--- config.mk ---
export PLATFORM = sky130hd
export DESIGN_NAME = mul_add_ctrl
export DESIGN_NICKNAME = d
export VERILOG_FILES = /design/src/rtl/mul_add_ctrl_pkg.sv /design/src/rtl/mul_add_ctrl_step_cnt.sv /design/src/rtl/mul_add_ctrl.sv
export SDC_FILE = /design/constraint.sdc
export NUM_CORES = 1
export LEC_CHECK = 0
export ABC_CLOCK_PERIOD_IN_PS = 1250
export BUFFER_PORTS_ARGS = -buffer_cell sky130_fd_sc_hd__clkbuf_2
export CORE_AREA = 2 2 39 41
export DETAILED_ROUTE_END_ITERATION = 6
export DIE_AREA = 0 0 41 43
export MAX_ROUTING_LAYER = met4
export PLACE_DENSITY_LB_ADDON = 0.15
export SLEW_MARGIN = 20
export SYNTH_ARGS = -nofsm -noshare
export SYNTH_HDL_FRONTEND = slang
export SYNTH_SLANG_ARGS = --single-unit
--- constraint.sdc ---
create_clock -name clk -period 1.25 [get_ports clk]
set_input_delay 0.25 -clock clk [delete_from_list [all_inputs] [get_ports clk]]
set_output_delay 0.25 -clock clk [all_outputs]
set_load 0.02 [all_outputs]
--- src/rtl/mul_add_ctrl_pkg.sv ---
// Shared definitions for the add/multiply control unit: state codes and
// microoperation bit positions within the y vector.
package mul_add_ctrl_pkg;

    localparam int unsigned Y_W = 10;

    // Microoperation bit positions (bit 0 is reserved and always 0).
    localparam int unsigned Y_LDA = 1;  // load RA
    localparam int unsigned Y_LDB = 2;  // load RB
    localparam int unsigned Y_CLR = 3;  // clear RR
    localparam int unsigned Y_LDR = 4;  // load RR from adder
    localparam int unsigned Y_SHA = 5;  // shift RA right
    localparam int unsigned Y_SHP = 6;  // shift partial-product operand left
    localparam int unsigned Y_SUB = 7;  // adder subtract
    localparam int unsigned Y_OUT = 8;  // result output enable
    localparam int unsigned Y_KS2 = 9;  // ks2 select: 0 = sext(RB), 1 = RR feedback

    typedef enum logic [2:0] {
        S_IDLE   = 3'd0,
        S_LOAD   = 3'd1,
        S_ADD    = 3'd2,
        S_MSTEP  = 3'd3,
        S_MSHIFT = 3'd4,
        S_DONE   = 3'd5
    } state_e;

    typedef enum logic {
        OP_ADD = 1'b0,
        OP_MUL = 1'b1
    } op_e;

endpackage

--- src/rtl/mul_add_ctrl_step_cnt.sv ---
// Multiply step counter: counts MSTEP/MSHIFT pairs and flags the last step
// (the sign-bit step whose weight is subtracted).
module step_cnt #(
    parameter int unsigned N  = 4,
    parameter int unsigned CW = $clog2(N)
) (
    input  logic clk,
    input  logic rst,
    input  logic i_clr,
    input  logic i_inc,
    output logic o_last
);

    logic [CW-1:0] r_cnt;

    always_ff @(posedge clk or posedge rst) begin
        if (rst) begin
            r_cnt <= '0;
        end else if (i_clr) begin
            r_cnt <= '0;
        end else if (i_inc) begin
            r_cnt <= r_cnt + CW'(1);
        end
    end

    assign o_last = (r_cnt == CW'(N - 1));

endmodule

--- src/rtl/mul_add_ctrl.sv ---
// Control unit sequencing the add / shift-and-add multiply datapath: one
// microoperation vector per clock, Moore decode except the MSTEP adder controls.
module mul_add_ctrl
    import mul_add_ctrl_pkg::*;
#(
    parameter int unsigned N = 4
) (
    input  logic           clk,
    input  logic           rst,
    input  logic           start,
    input  logic           cop,
    input  logic           x_bit,
    output logic [Y_W-1:0] y,
    output logic           busy,
    output logic           done
);

    localparam int unsigned CW = $clog2(N);

    state_e         r_state;
    state_e         w_next;
    op_e            r_cop;
    logic           w_accept;
    logic           w_cnt_clr;
    logic           w_cnt_inc;
    logic           w_last;
    logic [Y_W-1:0] w_y;
    logic           w_busy;
    logic           w_done;

    step_cnt #(
        .N  (N),
        .CW (CW)
    ) u_step_cnt (
        .clk    (clk),
        .rst    (rst),
        .i_clr  (w_cnt_clr),
        .i_inc  (w_cnt_inc),
        .o_last (w_last)
    );

    always_ff @(posedge clk or posedge rst) begin
        if (rst) begin
            r_state <= S_IDLE;
        end else begin
            r_state <= w_next;
        end
    end

    // Opcode is captured only on accept, so later cop changes are ignored.
    always_ff @(posedge clk or posedge rst) begin
        if (rst) begin
            r_cop <= OP_ADD;
        end else if (w_accept) begin
            r_cop <= op_e'(cop);
        end
    end

    always_comb begin
        w_next    = r_state;
        w_y       = '0;
        w_busy    = 1'b1;
        w_done    = 1'b0;
        w_accept  = 1'b0;
        w_cnt_clr = 1'b0;
        w_cnt_inc = 1'b0;
        case (r_state)
            S_IDLE: begin
                w_busy = 1'b0;
                if (start) begin
                    w_accept  = 1'b1;
                    w_cnt_clr = 1'b1;
                    w_next    = S_LOAD;
                end
            end
            S_LOAD: begin
                w_y[Y_LDA] = 1'b1;
                w_y[Y_LDB] = 1'b1;
                w_y[Y_CLR] = 1'b1;
                w_next     = (r_cop == OP_MUL) ? S_MSTEP : S_ADD;
            end
            S_ADD: begin
                w_y[Y_LDR] = 1'b1;
                w_next     = S_DONE;
            end
            // Sign-bit step of a two's-complement multiplier subtracts its weight.
            S_MSTEP: begin
                w_y[Y_KS2] = 1'b1;
                w_y[Y_LDR] = x_bit;
                w_y[Y_SUB] = x_bit & w_last;
                w_next     = S_MSHIFT;
            end
            S_MSHIFT: begin
                w_y[Y_SHA] = 1'b1;
                w_y[Y_SHP] = 1'b1;
                if (w_last) begin
                    w_cnt_clr = 1'b1;
                    w_next    = S_DONE;
                end else begin
                    w_cnt_inc = 1'b1;
                    w_next    = S_MSTEP;
                end
            end
            S_DONE: begin
                w_y[Y_OUT] = 1'b1;
                w_done     = 1'b1;
                w_next     = S_IDLE;
            end
            default: begin
                w_busy = 1'b0;
                w_next = S_IDLE;
            end
        endcase
    end

    assign y    = w_y;
    assign busy = w_busy;
    assign done = w_done;

endmodule
==> out/metrics.csv <==
stage,metric,value,unit
timing,crit share post-route,121,%
cts,CTS root buf,clkbuf_4,
floorplanning,die height,43,um
cts,H-tree levels,1,
layout,Final Cell Area,818,um^2
critical_path,slowest CP cell,dfrtp_2,
timing,final setup fails,12,
critical_path,Bufs and invs on worst path,2,
logic_synthesis,Compound-Gate Fraction of Synth Area,11.1,%
floorplanning,initial core utilization,32.5,%
drt,"antenna viol nets, final",0,
grt,initial antenna violation count,0,
drt,via count,413,
logic_synthesis,register area share after synthesis,33.4,%
flow_run,maximum capacitance violations,0,
layout,Area growth syn-to-layout,82.2,%
critical_path,Top delay family on crit path,flip-flops,
layout,share of layout cells above drive strength 1,70.3,%
drt,wire length per cell,11.5,um
critical_path,CP Cell Sequence,"buf_6, nor3b_4, clkbuf_8",
logic_synthesis,Yosys warning count,0,
grt,first-pass GRT wire length,1.54,mm
critical_path,CP Capture Type,output pin,
critical_path,Worst EP required,1.00,ns
critical_path,startpoint types,flop,
grt,Total GRT Usage,13.7,%
grt,total gr overflow,0,
logic_synthesis,post-synthesis simple-gate area fraction,28.4,%
drt,vias per std cell,4.59,
critical_path,peak per-stage delay on the critical path,0.44,ns
floorplanning,num ports,17,
critical_path,critical path class,reg2out,
grt,largest net degree at the start of global routing,7,
logic_synthesis,largest family of logic cells by synthesized area,simple AND/OR/NAND/NOR gates,
critical_path,"reg-to-reg slack, setup",-0.14,ns
power,PD cells,2770,nW/um^2
cts,Clock Tree Buf Depth,2,
timing,max-slew violation count,0,
drt,initial DRC count,3,
cts,Clock Latency Late Sink,0.25,ns
layout,fill count,131,
drt,# DRC,0,
power,Max rail drop VDD,1.24,mV
cts,clock sink count,6,
logic_synthesis,XOR/XNOR share of the synthesized area,0,%
outcome,run status,"finished, violations left",
logic_synthesis,post-synthesis cell type count,23,
timing,final hold violations,0,
drt,drt total wl,1.04,mm
timing,Final min period,1.51,ns
logic_synthesis,post-synthesis mux area share,5.85,%
layout,layout net count,82,
floorplanning,Std-Cell Core Area,1380,um^2
logic_synthesis,"Avg Cell Area, Syn",10.2,um^2
logic_synthesis,area share of fa/ha/maj cells after synthesis,2.79,%
floorplanning,die area,1760,um^2
outcome,violated checks,setup timing,
layout,footprint of the multi-input gates,264,um^2
placed_design,GP Congestion,0.718,
placed_design,HPWL after DPL,681,um
hold_path,Min-Delay Path Class,in2reg,
cts,number of buffers created by CTS,3,
timing,hold_ws,0.231,ns
layout,"commonest non-fill, non-tap cell in the layout",buf_4,
placed_design,I/O Buffers,15,
layout,ANT cells,0,
grt,vias in the first global route,365,
floorplanning,# rows,14,
timing,fmax,0.663,GHz
floorplanning,DIE WIDTH,41,um
logic_synthesis,#FFs+latches synth,6,
placed_design,Placed Area,599,um^2
critical_path,"Arr. time, crit path",1.26,ns
timing,Setup WS post-layout,-0.259,ns
logic_synthesis,Mapped Nets,50,
power,Lkg Pwr,0.389,nW
logic_synthesis,Post-Synthesis Cells,44,
cts,TritonCTS clock tree,built,
timing,RSZ-0062 raised after global routing,yes,
drt,DR pass1 iterations,4,
layout,most frequent cells in the layout,"buf_4 (13), buf_6 (6), clkbuf_8 (5), dfrtp_1 (5)",
placed_design,pre-CTS WS,-0.0392,ns
timing,setup skew after layout,0.00966,ns
layout,FF/Latch Area,151,um^2
logic_synthesis,Synth Cell Area,449,um^2
critical_path,Worst Path Max Fanout,5,
cts,Worst-path clk slew,0.05,ns
-- path summary, 6_finish.rpt --
kind	to	from	cells past startpoint
max	y[5]	r_state[0]$_DFFE_PP0P_	3
min	r_cop$_DFFE_PP0P_	cop	2
max reg2reg	r_cop$_DFFE_PP0P_	r_state[2]$_DFFE_PP0P_	4
min reg2reg	r_state[0]$_DFFE_PP0P_	r_cop$_DFFE_PP0P_	2
max in group asynchronous	r_state[0]$_DFFE_PP0P_	rst	3
min in group asynchronous	r_state[2]$_DFFE_PP0P_	rst	3
-- registers in the layout, summed over array words and instances, names as in the netlist --
| register | cells |
|---|---|
| r_state | 3 |
| r_cop | 1 |
| u_step_cnt.r_cnt | 2 |
-- cells by family after synthesis --
family | Yosys count
flops | 6
buf+inv | 11
compound gates | 8
fa+ha+maj | 1
other cells | 1
simple gates | 15
mux | 2
-- cells in the mapped netlist, drive strengths merged --
cell    count  area [um^2]
buf         8         67.6
nor3b       1         18.8
inv         3         11.3
ha          1         12.5
nor2        4         15.0
nand2b      2         12.5
a22o        1         8.76
dfrtp       6          150
mux2        2         26.3
nor2b       2         12.5
a211oi      1         7.51
and3        2         12.5
a31oi       1         6.26
o21ai       2         10.0
nand2       1         3.75
conb        1         3.75
o31ai       1         7.51
nor4b       2         47.6
nor3        1         5.00
a21oi       2         10.0
-- layout make-up --
class | count | area share, %
sequential | 6 | 18.5
clock buffer | 3 | 2.75
multi-input combinational | 27 | 32.3
tap | 16 | 2.45
timing repair buffer | 35 | 42.7
inverter | 3 | 1.38
-- repair_timing --
item	CTS	global route
resized for setup	25	11
hold buffers	1	0
pin swaps	3	5
endpoints found under the hold margin	6	0
endpoints found under the setup margin	12	13
setup buffers	4	4
gates cloned	0	0
-- routing by layer --
layer / wire length [um] / vias up / track usage, %
met5: 0 / - / -
met1: 440 / 197 / 15.8
li1: - / 204 / -
met2: 557 / 12 / 20.6
met3: 37 / 0 / 3.14
met4: 0 / 0 / 8.00
-- worst reg2reg max path, cell delays in order (launching register included) --
cell	delay, ns
dfrtp_1	0.42
buf_6	0.15
buf_6	0.11
nor4b_4	0.27
mux2_4	0.32
-- through the flow --
stage | util (%) | cells | total power [W] | TNS [ns]
after global placement | 43.3 | 80 | 0.00157 | -0.0667
after global routing | 59.1 | 90 | 0.00242 | -2.89
after floorplan | - | 44 | 0.00121 | -0.315
final | 59.1 | 90 | 0.00226 | -2.35
after detailed placement | 43.3 | 80 | 0.00157 | -0.0631
after CTS | 54.7 | 87 | 0.00207 | -2.12
-- power by group --
part / switching (W) / total (W) / internal [W]
sequential: 0.0000862 / 0.000370 / 0.000284
clock: 0.0000821 / 0.000192 / 0.000109
combinational: 0.000708 / 0.00170 / 0.000995
total: 0.000876 / 0.00226 / 0.00139
No activity file was read; power rests on OpenSTA's default activity.
